File: config.mk
export PLATFORM = sky130hd
export DESIGN_NAME = store_unit
export DESIGN_NICKNAME = d
export VERILOG_FILES = /design/src/rtl/store_unit.sv
export SDC_FILE = /design/constraint.sdc
export NUM_CORES = 1
export LEC_CHECK = 0
export CAP_MARGIN = 20
export CORE_MARGIN = 2
export CORE_UTILIZATION = 44
export DETAILED_ROUTE_END_ITERATION = 6
export GPL_ROUTABILITY_DRIVEN = 0
export PLACE_DENSITY = 0.85
export SYNTH_ARGS = -nofsm -noshare
export SYNTH_HDL_FRONTEND = slang
export SYNTH_SLANG_ARGS = --single-unit
File: constraint.sdc
create_clock -name clk -period 1.9 [get_ports clk]
set_input_delay 0.475 -clock clk [delete_from_list [all_inputs] [get_ports clk]]
set_output_delay 0.475 -clock clk [all_outputs]
set_load 0.01 [all_outputs]
File: src/rtl/store_unit.sv
// -----------------------------------------------------------------------------
// store_unit
//
// MEM-stage store engine. Encodes byte-lane enables and lane-positioned write
// data for SB/SH/SW/SWL/SWR, issues one bus write and holds the pipeline
// until the bus acknowledges it. It also flags misaligned stores (address
// error) and ack timeouts (bus error).
//
// Ports
//   clk         rising-edge clock
//   rst         asynchronous reset, active-low
//   st_req      MEM stage presents a store this cycle
//   aluop       operation code (store codes ALU_SB..ALU_SWR)
//   addr        byte address of the store
//   opr2        rt register data
//   flush       pipeline flush (only affects requests not yet accepted)
//   dbus_req    bus write request
//   dbus_addr   word-aligned bus address
//   dbus_wen    byte-lane write enables, 0 whenever dbus_req is 0
//   dbus_wdata  lane-positioned write data
//   dbus_ack    bus accepts the write (only looked at while waiting)
//   stallreq    pipeline stall request
//   st_done     one-cycle pulse when a store completes
//   st_adel     one-cycle pulse on a misaligned store
//   st_buserr   one-cycle pulse on ack timeout
// -----------------------------------------------------------------------------
package store_unit_pkg;
    typedef enum logic [4:0] {
        ALU_NOP,
        ALU_ADD,
        ALU_LW,
        ALU_SB,
        ALU_SH,
        ALU_SW,
        ALU_SWL,
        ALU_SWR
    } alu_op_t;
endpackage

module store_unit
    import store_unit_pkg::*;
#(
    parameter int TIMEOUT = 255
) (
    input  logic        clk,
    input  logic        rst,
    input  logic        st_req,
    input  alu_op_t     aluop,
    input  logic [31:0] addr,
    input  logic [31:0] opr2,
    input  logic        flush,
    output logic        dbus_req,
    output logic [31:0] dbus_addr,
    output logic [3:0]  dbus_wen,
    output logic [31:0] dbus_wdata,
    input  logic        dbus_ack,
    output logic        stallreq,
    output logic        st_done,
    output logic        st_adel,
    output logic        st_buserr
);

    localparam logic [1:0] S_IDLE = 2'd0;
    localparam logic [1:0] S_WAIT = 2'd1;
    localparam logic [1:0] S_RESP = 2'd2;

    // The counter starts at 0 in the first WAIT cycle, so the last permitted
    // WAIT cycle is the one where it holds TIMEOUT-1; leaving on that edge
    // gives exactly TIMEOUT cycles of dbus_req.
    localparam logic [7:0] CNT_LAST = 8'(TIMEOUT - 1);

    logic [1:0]  state;
    logic [7:0]  wait_cnt;

    logic        is_store;
    logic        misaligned;
    logic [3:0]  enc_wen;
    logic [31:0] enc_wdata;
    logic        accept;
    logic        adel_hit;

    // Lane encoding of the presented store.
    // NOTE: every signal driven here gets a default first, so no path through
    // the case statements can leave one unassigned and infer a latch.
    always_comb begin
        is_store   = 1'b0;
        misaligned = 1'b0;
        enc_wen    = 4'b0000;
        enc_wdata  = 32'h0;
        unique case (aluop)
            ALU_SB: begin
                is_store  = 1'b1;
                enc_wen   = 4'b0001 << addr[1:0];
                enc_wdata = {4{opr2[7:0]}};
            end
            ALU_SH: begin
                is_store   = 1'b1;
                misaligned = addr[0];
                enc_wen    = addr[1] ? 4'b1100 : 4'b0011;
                enc_wdata  = {2{opr2[15:0]}};
            end
            ALU_SW: begin
                is_store   = 1'b1;
                misaligned = (addr[1:0] != 2'b00);
                enc_wen    = 4'b1111;
                enc_wdata  = opr2;
            end
            ALU_SWL: begin
                is_store = 1'b1;
                unique case (addr[1:0])
                    2'b00: begin enc_wen = 4'b0001; enc_wdata = {24'h0, opr2[31:24]}; end
                    2'b01: begin enc_wen = 4'b0011; enc_wdata = {16'h0, opr2[31:16]}; end
                    2'b10: begin enc_wen = 4'b0111; enc_wdata = {8'h0,  opr2[31:8]};  end
                    default: begin enc_wen = 4'b1111; enc_wdata = opr2; end
                endcase
            end
            ALU_SWR: begin
                is_store = 1'b1;
                unique case (addr[1:0])
                    2'b00: begin enc_wen = 4'b1111; enc_wdata = opr2; end
                    2'b01: begin enc_wen = 4'b1110; enc_wdata = {opr2[23:0], 8'h0};  end
                    2'b10: begin enc_wen = 4'b1100; enc_wdata = {opr2[15:0], 16'h0}; end
                    default: begin enc_wen = 4'b1000; enc_wdata = {opr2[7:0], 24'h0}; end
                endcase
            end
            default: ;
        endcase
    end

    // Requests are only considered in IDLE; anything presented while a write
    // is in flight or in RESP is left for the pipeline to re-present.
    assign accept   = (state == S_IDLE) && st_req && is_store && !flush && !misaligned;
    assign adel_hit = (state == S_IDLE) && st_req && is_store && !flush &&  misaligned;

    assign stallreq = accept || (state == S_WAIT) || (state == S_RESP);

    // NOTE: sequential state uses non-blocking assignments so every register
    // samples the pre-edge values regardless of statement order.
    always_ff @(posedge clk or negedge rst) begin
        if (!rst) begin
            state      <= S_IDLE;
            wait_cnt   <= 8'h0;
            dbus_req   <= 1'b0;
            dbus_addr  <= 32'h0;
            dbus_wen   <= 4'b0000;
            dbus_wdata <= 32'h0;
            st_done    <= 1'b0;
            st_adel    <= 1'b0;
            st_buserr  <= 1'b0;
        end else begin
            st_done   <= 1'b0;
            st_adel   <= 1'b0;
            st_buserr <= 1'b0;
            unique case (state)
                S_IDLE: begin
                    if (accept) begin
                        state      <= S_WAIT;
                        wait_cnt   <= 8'h0;
                        dbus_req   <= 1'b1;
                        dbus_addr  <= {addr[31:2], 2'b00};
                        dbus_wen   <= enc_wen;
                        dbus_wdata <= enc_wdata;
                    end else if (adel_hit) begin
                        st_adel <= 1'b1;
                    end
                end
                S_WAIT: begin
                    // Ack is tested first so it wins over a simultaneous timeout.
                    // flush is deliberately not looked at: the write is committed.
                    if (dbus_ack) begin
                        state    <= S_RESP;
                        dbus_req <= 1'b0;
                        dbus_wen <= 4'b0000;
                        st_done  <= 1'b1;
                    end else if (wait_cnt == CNT_LAST) begin
                        state     <= S_IDLE;
                        wait_cnt  <= 8'h0;
                        dbus_req  <= 1'b0;
                        dbus_wen  <= 4'b0000;
                        st_buserr <= 1'b1;
                    end else begin
                        wait_cnt <= wait_cnt + 8'h1;
                    end
                end
                S_RESP: begin
                    state <= S_IDLE;
                end
                default: begin
                    state    <= S_IDLE;
                    dbus_req <= 1'b0;
                    dbus_wen <= 4'b0000;
                end
            endcase
        end
    end

endmodule

==> key figures <==
Power and ir drop
  • Leak: 3.20 nW
  • Peak ir drop on the vdd network: 685 uV
  • Cell area power density: ~810 nW/um^2

Worst setup path
  • Capture instance of the worst register-to-register path: dbus_addr[19]$_DFFE_PN0P_
  • R2R depth: 7
  • Endpoint kind of the worst setup timing path: primary output
  • Critical path data required time: roughly 1400 ps
  • Startpoint types: register
  • Top fanout value on the critical path: 2
  • Critical path data arrival time: 1550 ps
  • Delay contributed by the slowest stage of the critical path: approximately 400 ps
  • Family with the most delay on the worst path: simple AND/OR/NAND/NOR gates
  • WP buf/inv: 1
  • List of cells traversed by the critical path: nor4b_4 > o211a_1 > nand2_4 > nand2_2 > buf_6
  • Cell type of the slowest stage on the worst timing path: sky130_fd_sc_hd__dfrtp_1
  • Critical setup path kind: register to primary output
  • Beginning of the worst register-to-register path: state[0]$_DFFE_PN0P_
  • FF-to-FF setup slack: roughly 80 ps

Logic synthesis
  • Most frequent cell after synthesis: sky130_fd_sc_hd__dfrtp_1
  • Count of state elements after synthesis: 80
  • Post-Synthesis Cell Area: between 5000 and 6000 um^2
  • Cell types with the highest counts after synthesis: sky130_fd_sc_hd__dfrtp_1, sky130_fd_sc_hd__a21oi_1, sky130_fd_sc_hd__o21ai_0
  • Count of different cell masters after synthesis: slightly below 70
  • Area share of the leading cell type in the synthesized netlist: 0.394
  • Sequential cell area fraction in the yosys report: 0.394
  • Post-synthesis instance total: about 520
  • Number of enable flip-flop cells after synthesis: 0
  • Top flip-flop cell by instance count after synthesis: sky130_fd_sc_hd__dfrtp_1
  • Area leader, netlist: sky130_fd_sc_hd__dfrtp_1
  • Largest cells by area after synthesis: sky130_fd_sc_hd__dfrtp_1, sky130_fd_sc_hd__mux2_1, sky130_fd_sc_hd__mux2i_1, sky130_fd_sc_hd__a21oi_1, sky130_fd_sc_hd__a31oi_1
  • Avg Synthesized Cell Area: 9.80 um^2
  • Total of warnings raised by yosys: 0
  • Fraction of synthesis flops using an asynchronous set or reset pin: 1.00

STA
  • Slew at the pin with the worst max-slew slack: 520 ps
  • Final hold slack: about 110 ps
  • Final cycle utilization of the critical path: 1.06
  • RSZ-0062 raised after global routing: yes
  • Post-route clock skew: between 6 and 7 ps
  • Slew Limit Headroom: 0.653
  • Setup ws final: -123 ps
  • Fmax: 494 MHz
  • Count of final hold-check violations: 0
  • Min Tclk post-route: around 2000 ps
  • Final setup violation count: 1
  • Max-slew violation count: 0

CTS
  • H-tree depth reported by CTS: 3
  • Register clock-pin slew on the reported worst setup and hold paths: 60 ps
  • Hold buffer count at CTS: 0
  • Clock sinks: 80
  • TritonCTS clock tree: yes
  • TritonCTS Buffers: 9
  • Clock Latency Late Sink: 340 ps
  • Number of buffers on the longest clock path: 2
  • CTS root buf: sky130_fd_sc_hd__clkbuf_16

Routing
  • Routed vias: about 5500
  • Count of antenna-violating nets left after detailed routing: 0
  • Remaining DRCs: 29
  • Final WL: 17.7 mm
  • Per-cell via count in the routed design: 6.30
  • Number of search-and-repair iterations in the first detailed-routing pass: 7
  • Violation count after the first detailed-route iteration: about 640
  • Routed length per instance: 20.5 um

Place
  • Port Buffers: 144
  • HPWL reported at the end of detailed placement: roughly 12 mm

GRT
  • Number of antenna violations at the first check in global routing: 0
  • Via count of the first global-routing pass: between 5000 and 6000
  • Largest net degree at the start of global routing: 40
  • Wire length of the first global-routing pass: approximately 28 mm
  • Final global-route overflow total: 0
  • Gr usage total: 0.281

Run status
  • Outcome: complete, but fails checks
  • Violations in the final reports: design-rule violations, negative setup slack

Job
  • Count of max-cap constraint violations: 0

Finish
  • Final design utilization: 0.681
  • Fin nets: around 800
  • # diodes: 0
  • Share of post-route cells with drive strength above 1: 0.211
  • Area growth from synthesis to layout: 52.3%

Floorplanning
  • Vertical die dimension: around 110 um
  • Number of ports placed on the die boundary: 147
  • Initial Util: 0.447
  • Die W: roughly 110 um
  • Area of the core region: between 10000 and 15000 um^2
  • Placement row count: 39
  • DIE AREA: 12400 um^2

Worst hold path
  • Hold Path Class: primary input to asynchronous set/reset pin
cell usage in the layout (no fill, tap or decap), drive strengths merged, types with 13 or more instances in the layout:
cell,n
o21ai,52
a31oi,30
buf,95
inv,14
nand2,26
clkdlybuf4s50,133
a21oi,39
nor2,19
mux2,31
nand2b,13
dfrtp,80
mux2i,25
cells by family (layout without fill, tap and decap cells):
kind of cell               Yosys count  in the layout  share of synthesized area
xor gates and xnor gates             2              2                    0.00345
other                                1              2                   0.000737
muxes                               56             56                      0.118
and+or+nand+nor                    120            121                      0.147
adders and majority gates            2              2                    0.00492
DFF                                 80             80                      0.394
AOI/OAI and AO/OA                  197            197                      0.268
buffers and inverters               61            264                     0.0640
per-layer routing:
layer / up-vias / routed length (um) / GRT usage
met3: 83 / 1740 / 0.0359
li1: 2373 / - / -
met1: 2581 / 7060 / 0.364
met5: - / 0 / 0
met4: 0 / 728 / 0.145
met2: 425 / 8210 / 0.463
cell type report:
| class | instances | area (um^2) |
|---|---|---|
| Inverter | 15 | 56.3 |
| Sequential cell | 80 | 2000 |
| Clock inverter | 3 | 68.8 |
| Fill cell | 807 | 3630 |
| Clock buffer | 10 | 239 |
| Tap cell | 143 | 179 |
| Timing Repair Buffer | 236 | 2280 |
| Multi-Input combinational cell | 380 | 2920 |
per-stage QoR:
stage	setup TNS [ps]	instances	instance area, um^2	total power [mW]	setup WS, ps
global route	-256	867	7740	6.52	-189
finish	-123	867	7740	6.26	-123
detailed placement	-32360	839	7100	4.29	-728
CTS	-665	870	7730	6.21	-148
floorplan	0	520	5100	3.12	1.91
global placement	-29860	839	7100	4.21	-729
timing repair:
action,in CTS,in global routing
pin swaps,8,7
gates cloned,5,0
gates resized for setup,38,17
buffers inserted,14,2
endpoints found under the setup margin,72,54
worst max path at each step:
| stage | cells after the start | start | endpoint |
|---|---|---|---|
| 2_1_floorplan | 6 | flush | stallreq |
| 3_3_place_gp | 6 | flush | stallreq |
| 3_5_place_dp | 6 | flush | stallreq |
| 4_1_cts | 5 | state[1]$_DFFE_PN0P_ | stallreq |
| 5_1_grt | 5 | state[0]$_DFFE_PN0P_ | stallreq |
| 6_report | 5 | state[0]$_DFFE_PN0P_ | stallreq |
flip-flops by register name (all words and copies together) (netlist names):
register    count
wait_cnt        8
st_buserr       1
st_done         1
state           2
dbus_wdata     32
dbus_wen        4
dbus_addr      30
dbus_req        1
st_adel         1
power by group:
group / leakage (nW) / switching [mW] / internal, mW
clock: 0.150 / 0.674 / 1.17
sequential: 1.01 / 0.251 / 2.08
combinational: 2.04 / 0.883 / 1.20
(Power assumes the default switching activity.)
